File: src/rtl/prf_wb_arbiter.sv
// prf_wb_arbiter: round-robin arbiter sharing the PRF write ports among the writeback units
// Ports: clk, rst (async, active-high), stall, flush; req_valid/req_rd/req_data in and
// req_ready out per requester (0=ALU, 1=LS, 2=BRANCH); wb_en/wb_rd/wb_data registered per
// PRF write port; conflict_cnt counts active cycles with more valid requests than ports.
module prf_wb_arbiter #(
  parameter int NUM_REQ    = 3,
  parameter int WB_PORTS   = 2,
  parameter int DATA_WIDTH = 32,
  parameter int PHY_WIDTH  = 6,
  parameter int CNT_WIDTH  = 16
) (
  input  logic                           clk,
  input  logic                           rst,
  input  logic                           stall,
  input  logic                           flush,
  input  logic [NUM_REQ-1:0]             req_valid,
  input  logic [NUM_REQ*PHY_WIDTH-1:0]   req_rd,
  input  logic [NUM_REQ*DATA_WIDTH-1:0]  req_data,
  output logic [NUM_REQ-1:0]             req_ready,
  output logic [WB_PORTS-1:0]            wb_en,
  output logic [WB_PORTS*PHY_WIDTH-1:0]  wb_rd,
  output logic [WB_PORTS*DATA_WIDTH-1:0] wb_data,
  output logic [CNT_WIDTH-1:0]           conflict_cnt
);
  localparam int PW = NUM_REQ > 1 ? $clog2(NUM_REQ) : 1;
  logic [PW-1:0] rr_ptr, last, next_ptr;
  logic [PW-1:0] port_idx [WB_PORTS];
  logic [WB_PORTS-1:0] port_en;
  logic active, tag_clash;
  assign active = !rst && !stall && !flush;
  // Scan from rr_ptr; the n-th valid requester found lands on port n.
  always_comb begin
    int cnt;
    int idx;
    cnt = 0;
    idx = 0;
    req_ready = '0;
    port_en = '0;
    last = rr_ptr;
    for (int p = 0; p < WB_PORTS; p++) port_idx[p] = '0;
    for (int k = 0; k < NUM_REQ; k++) begin
      idx = (int'(rr_ptr) + k) % NUM_REQ;
      if (active && req_valid[idx] && cnt < WB_PORTS) begin
        req_ready[idx] = 1'b1;
        port_en[cnt] = 1'b1;
        port_idx[cnt] = PW'(idx);
        last = PW'(idx);
        cnt++;
      end
    end
  end
  assign next_ptr = (int'(last) == NUM_REQ - 1) ? '0 : last + 1'b1;
  // Two ports granted the same tag in one cycle; the PRF lets the lower port win.
  always_comb begin
    tag_clash = 1'b0;
    for (int i = 0; i < WB_PORTS; i++)
      for (int j = i + 1; j < WB_PORTS; j++)
        if (port_en[i] && port_en[j] &&
            req_rd[int'(port_idx[i])*PHY_WIDTH +: PHY_WIDTH] == req_rd[int'(port_idx[j])*PHY_WIDTH +: PHY_WIDTH])
          tag_clash = 1'b1;
  end
  always_ff @(posedge clk) assert (!tag_clash);
  always_ff @(posedge clk or posedge rst) begin
    if (rst) begin
      wb_en <= '0;
      wb_rd <= '0;
      wb_data <= '0;
      conflict_cnt <= '0;
      rr_ptr <= '0;
    end else begin
      if (flush) wb_en <= '0;
      else if (!stall) begin
        wb_en <= port_en;
        for (int p = 0; p < WB_PORTS; p++)
          if (port_en[p]) begin
            wb_rd[p*PHY_WIDTH +: PHY_WIDTH] <= req_rd[int'(port_idx[p])*PHY_WIDTH +: PHY_WIDTH];
            wb_data[p*DATA_WIDTH +: DATA_WIDTH] <= req_data[int'(port_idx[p])*DATA_WIDTH +: DATA_WIDTH];
          end
        if (|port_en) rr_ptr <= next_ptr;
      end
      if (!stall && !flush && $countones(req_valid) > WB_PORTS && !(&conflict_cnt))
        conflict_cnt <= conflict_cnt + 1'b1;
    end
  end
endmodule
File: config.mk
export PLATFORM = sky130hd
export DESIGN_NAME = prf_wb_arbiter
export DESIGN_NICKNAME = d
export VERILOG_FILES = /design/src/rtl/prf_wb_arbiter.sv
export SDC_FILE = /design/constraint.sdc
export NUM_CORES = 1
export LEC_CHECK = 0
export ABC_AREA = 1
export ABC_CLOCK_PERIOD_IN_PS = 3800
export BUFFER_PORTS_ARGS = -buffer_cell sky130_fd_sc_hd__buf_2
export CORE_MARGIN = 3
export CORE_UTILIZATION = 46
export CTS_BUF_LIST = sky130_fd_sc_hd__clkbuf_4 sky130_fd_sc_hd__clkbuf_8 sky130_fd_sc_hd__clkbuf_16
export CTS_CLUSTER_SIZE = 30
export DETAILED_ROUTE_END_ITERATION = 16
export GPL_TIMING_DRIVEN = 1
export HOLD_SLACK_MARGIN = 0.08
export PLACE_DENSITY = 0.77
export REMOVE_ABC_BUFFERS = 1
export SYNTH_ARGS = -nofsm -noshare
export SYNTH_HDL_FRONTEND = slang
export SYNTH_SLANG_ARGS = --single-unit
File: constraint.sdc
create_clock -name clk -period 3.8 [get_ports clk]
set_input_delay 0.38 -clock clk [delete_from_list [all_inputs] [get_ports clk]]
set_output_delay 0.38 -clock clk [all_outputs]
set_load 0.005 [all_outputs]
# Word level (Yosys, flattened, before mapping)
# Index checks and enable logic that the tools add are counted.
[op_classes] n_mux=42 div=3 mul=2 n_reduce_logical=26 addsub=7 bitwise=8 n_shift=4 magnitude_cmp=17 n_eq_ne=2
[op_table] op="$shiftx 96x8->32" n=2
[op_table] op="$ge 32x1->1 const B" n=5
[op_table] op="$lt 32x3->1 const B" n=4
[op_table] op="$lt 32x4->1 const B" n=3
[op_table] op="$ge 32x2->1 const B" n=2
[op_table] op="$lt 32x1->1 const B" n=2
[op_table] op="$mod 32x3->32 const B" n=2
[op_table] op="$not 32->32" n=2
[op_table] op="$shiftx 18x6->6" n=2
[op_table] op="$add 32x2->32 const B" n=1
[op_table] op="$mod 3x3->32 const B" n=1
[op_table] op="$mux 32" n=1
[op_table] op="$mux 2" n=11
[op_table] op="$logic_and 1x1->1" n=17
[op_table] op="$add 16x1->16 const B" n=1
[op_table] op="$reduce_and 16->1" n=1
[op_table] op="$mux 1" n=13
[op_table] op="$mux 3" n=3
[op_table] op="$reduce_and 3->1" n=3
[op_table] op="$bwmux 4" n=2
[op_table] op="$mul 2x2->4 const B" n=2
[op_table] op="$mux 4" n=2
[op_table] op="$bmux 1 s2" n=3
[op_table] op="$demux 1 s2" n=3
[op_table] op="16 further kinds" n=23
[word_totals] output_inout_bits=97 regBits=96 in_bits=121 elab_cells=118

# Logic depth before layout (Yosys ltp)
[logic_depth] word_depth=18 depth_mapped=20 depth_no_buf=17

# Worst setup path before layout
# OpenSTA, ideal clock, no wires.
[synth_path] path_kind="input-to-reg" from="input port rst" to="register wb_data[52]" cell_stages=13 path_buffers=2 required_time_ns=3.734 arrival_ns=3.841 setup_time_ns=0.066 slack_ns=-0.106 cell_sequence="inv_1 nand2_1 nor2_4 nand3_4 nor2_2 nor2_1 nor2_1 buf_4 buf_6 nand3_1 nand2_1 nand2_1 nand2_1"
[synth_via] elab_chain_cells=16 word_cells_on_any_way=45 classes_between="add/sub (1); order compare (10); shift (1); mux (16); bitwise (4); reduce/logical (13)"
[synth_lines] element="from (decl)" line="13" text="input logic rst,"
[synth_lines] element="$logic_not 1->1 (no line) (*)"
[synth_lines] element="$logic_and 1x1->1 (*) (2 in a row)" line="30" text="assign active = !rst && !stall && !flush;"
[synth_lines] element="$logic_and 1x1->1" line="43" text="if (active && req_valid[idx] && cnt < WB_PORTS) begin"
[synth_lines] element="$mux 1" line="43"
[synth_lines] element="$lt 32x3->1" line="43, 45"
[synth_lines] element="$logic_and 1x1->1" line="43"
[synth_lines] element="$mux 32" line="43"
[synth_lines] element="$not 32->32 (implied by the code)" line="46" text="port_idx[cnt] = PW'(idx);"
[synth_lines] element="$ge 32x2->1 (implied by the code) / $lt 32x1->1 (equally long branches)" line="46"
[synth_lines] element="$logic_and 1x1->1 (implied by the code)" line="46"
[synth_lines] element="$mux 2 (implied by the code)" line="46"
[synth_lines] element="$demux 2 s1" line="46"
[synth_lines] element="$bwmux 4" line="46"
[synth_lines] element="$mux 4" line="43"
[synth_lines] element="$shiftx 96x8->32" line="77" text="wb_data[p*DATA_WIDTH +: DATA_WIDTH] <= req_data[int'(port_idx[p])*DATA_WIDTH +: DATA_WIDTH];"
[synth_lines] element="to (signal, indexed assignment)" line="77"
[synth_lines] element="to (decl)" line="22" text="output logic [WB_PORTS*DATA_WIDTH-1:0] wb_data,"
# Every way passes the cells marked *; elsewhere a longest branch is shown, timed or not.
# A chain may end at the register's enable or synchronous reset.

# Final worst setup path
[layout_path] from="register rr_ptr[0]" to="register wb_rd[6]"
[layout_via] elab_chain_cells=18 word_cells_on_any_way=57 classes_between="add/sub (3); mul (1); div (3); order compare (10); shift (1); mux (25); bitwise (4); reduce/logical (10)"
[layout_lines] element="from (decl)" line="26" text="logic [PW-1:0] rr_ptr, last, next_ptr;"
[layout_lines] element="from (signal assigned)" line="79" text="if (|port_en) rr_ptr <= next_ptr;"
[layout_lines] element="branches (longest 18 deep; another with $mod 32x3->32)"
[layout_lines] element="to (signal, indexed assignment)" line="76" text="wb_rd[p*PHY_WIDTH +: PHY_WIDTH] <= req_rd[int'(port_idx[p])*PHY_WIDTH +: PHY_WIDTH];"
[layout_lines] element="to (decl)" line="21" text="output logic [WB_PORTS*PHY_WIDTH-1:0] wb_rd,"
# Parallel ways; which one is timed is not known. The select of a mux whose other input is x is not followed.

==> flow_summary.toml <==
[run_status]
status = "finished clean"

[clock_network]
cts_buffer_depth = 2
cts-root-buf = "clkbuf_16"
cts_setup_buffers = 0
h-tree-depth = 3
numCtsBuffers = 9
clkTransAtPathRegs_ns = 0.07
cts_resized = 0
cts.sinks = 96
clkLatencyLatePin_ns = 0.35
cts_hold_buf = 0
cts_tree = "yes"

[power_and_ir_drop]
switchingPower_mw = 1.60
power.share.clock_pct = 23.5
irDropWorstVdd_uv = 275
power_leakage_nw = 4.59
seq_power_share_pct = 37.5
swShare_pct = 38.2
powerDensity_mw_per_mm2 = 535
p_int_mw = 2.59
p_comb_share_pct = 39.1

[floorplan]
die_w_um = 124
initial_utilization_pct = 47.7
die_area_mm2 = 0.0153
core_mm2 = 0.0134
rows = 42
io_pins = 218
dieHeight_um = 124

[setup_path]
critPathRequiredTime_ns = 4.09
crit_type = "flip-flop to flip-flop"
crit_top_cell = "nand2_1"
cpPeakStageDelay_ns = 0.46
path_buf_inv = 4
path_cells = "inv_1 > ha_1 > inv_2 > nand2_1 > nand2_1 > nand2_2 > nor2_4 > ha_1 > inv_1 > nand3_4 > nor2_2 > nor2_1 > nor2_4 > buf_12 > nand3_1 > nand2_1 > nand2_1 > nand2_1"
crit_fanout = 21
cp-end-kind = "flip-flop"
crit_path_top_delay_cell = "ha_1"
cp-start-kind = "flip-flop"
arrival_ns = 3.50
crit_family = "simple AND/OR/NAND/NOR gates"

[yosys]
ys_seq_elements = 96
synth-compound-area-share_pct = 7.18
synth_xor_xnor_area_share_pct = 2.06
seq_area_frac_synth_pct = 37.6
ys.flop_type = "dfrtp_1"
synth_top_family_by_area = "simple AND/OR/NAND/NOR gates"
synth_async_sr_flop_share_pct = 100
synth_cells = 953
muxShareOfSynthArea_pct = 0
synth_edf_count = 0
synthAdderAreaFrac_pct = 1.88
synth_area_mm2 = 0.00639
syn_area_per_cell_um2 = 6.71
synthSimpleGateAreaFrac_pct = 39.7
ys_warn_count = 0
ys_types = 30

[placement]
portBuffers = 217
placed_area_mm2 = 0.00751
dp_hpwl_um = 13800
dp.cells = 1302
gp_congestion = 0.914

[sta]
min_period_ns = 3.21
max_freq_ghz = 0.311
maxSlewHeadroom_pct = 46.6
tightest_slew_ns = 0.800
post-route-period-util_pct = 84.6
drv_slew = 0
rsz0062_at_grt = "false"
finalSetupViolations = 0
finalHoldViolCount = 0
finClkSkew_ns = 0.0103

[min_path]
hold_class = "input port to asynchronous set/reset pin"

[cells_and_area]
layout_commonest_cell = "nand2_1"
synthToLayoutAreaGrowth_pct = 22.4
drive_gt1_share_pct = 24.4
nFillCells = 1322
final_cell_mix = "nand2_1 (287), buf_2 (217), nand3_1 (208), dfrtp_1 (96), inv_1 (92)"
stdcell_count = 1317
final_area_mm2 = 0.00782
final_util_pct = 58.4
antenna_cells = 0
final_nets = 1267

[drt]
via_per_inst = 5.41
routed_wl_um = 20700
vias = 7131
first_pass_iters = 7
wl_per_cell_um = 15.7
drc = 0
drtAntennaViolNets = 0
drtIter0Drc = 718

[global_route]
globalRouteMet1Util_pct = 37.2
antenna_found_initial = 0
track_usage_pct = 27.3
grt-busiest-layer = "met2"
use_met2_pct = 43.0
grt_pass1_vias = 6575
gr-total-overflow = 0
grt_max_degree = 56
grt_first_pass_wirelength_um = 33200
grtUsageMet3_pct = 6.09

[flow_run]
maxCapViolations = 0
-- logic make-up (layout without fill, tap and decap cells) --
group | count (synthesis) | in the layout
AO/OA/AOI/OAI | 90 | 90
XOR/XNOR | 15 | 15
adder cells (fa/ha/maj) | 9 | 9
buffers and inverters | 164 | 352
flip-flops | 96 | 96
AND/OR/NAND/NOR | 579 | 579
-- stage by stage --
| step | hold WS [ns] | TNS (ns) | power (mW) | setup slack (ns) |
|---|---|---|---|---|
| after global routing | 0.247 | 0 | 4.49 | 0.353 |
| after global placement | 0.459 | 0 | 3.18 | 0.743 |
| final | 0.208 | 0 | 4.18 | 0.587 |
| after CTS | 0.219 | 0 | 4.20 | 0.624 |
| after floorplan | 0.472 | -81.57 | 2.47 | -1.07 |
| after detailed placement | 0.460 | 0 | 3.20 | 0.642 |
-- state kept, by name, indices dropped and copies added, names as in the netlist --
| name | count |
|---|---|
| wb_data | 64 |
| conflict_cnt | 16 |
| rr_ptr | 2 |
| wb_rd | 12 |
| wb_en | 2 |
-- layer usage --
layer / vias up / wire (um)
li1: 3412 / -
met2: 431 / 9590
met3: 35 / 2330
met5: - / 0
met1: 3253 / 8420
met4: 0 / 396
-- layout make-up --
class                           count  area, um^2  share of cell area, %
Inverter                          103         389                   4.98
Multi-Input combinational cell    693        3270                   41.8
Clock buffer                       10         233                   2.98
Clock inverter                      5        81.3                   1.04
Tap cell                          176         220                   2.82
Sequential cell                    96        2400                   30.7
Timing Repair Buffer              234        1230                   15.7
-- cell usage after synthesis, types with 2 or more instances --
cell type | n | area [um^2]
nor2_1 | 57 | 214
nand3_1 | 208 | 1040
ha_1 | 8 | 100
nor3_1 | 3 | 15.0
nand4_1 | 5 | 31.3
nor2_4 | 3 | 33.8
clkbuf_1 | 14 | 52.6
o211ai_1 | 2 | 15.0
buf_6 | 6 | 67.6
buf_2 | 28 | 140
buf_4 | 13 | 97.6
o21ai_0 | 6 | 30.0
xnor2_1 | 6 | 52.6
inv_1 | 93 | 349
xor2_1 | 9 | 78.8
nand3_2 | 2 | 20.0
o21ai_1 | 3 | 15.0
a21oi_1 | 78 | 390
nor2_2 | 3 | 18.8
inv_2 | 10 | 37.5
dfrtp_1 | 96 | 2400
nand2_1 | 289 | 1080
nand2_2 | 4 | 25.0
-- worst min-delay path, cell delays in order --
cell and delay (ns):
buf_2 0.13, inv_4 0.05, buf_4 0.46
-- power by group through the flow --
stage	Sequential (mW)	Combinational, mW	Clock (mW)
CTS	1.57	1.63	1.00
global placement	1.58	1.60	0
global route	1.61	1.84	1.05
detailed placement	1.58	1.63	0
finish	1.57	1.64	0.981
floorplan	1.58	0.881	0
-- worst paths after layout --
| check | start | endpoint | slack, ns | cells past startpoint |
|---|---|---|---|---|
| max reg2reg | rr_ptr[0] | wb_rd[6] | 0.59 | 18 |
| max | rr_ptr[0] | wb_rd[6] | 0.59 | 18 |
| min in group clk | flush | wb_en[0] | 0.33 | 4 |
| max in group asynchronous | rst | wb_data[28] | 2.47 | 4 |
| min | rst | wb_data[51] | 0.21 | 3 |
| min reg2reg | wb_data[42] | wb_data[42] | 0.47 | 2 |
Power figures use the tool's default switching activity.
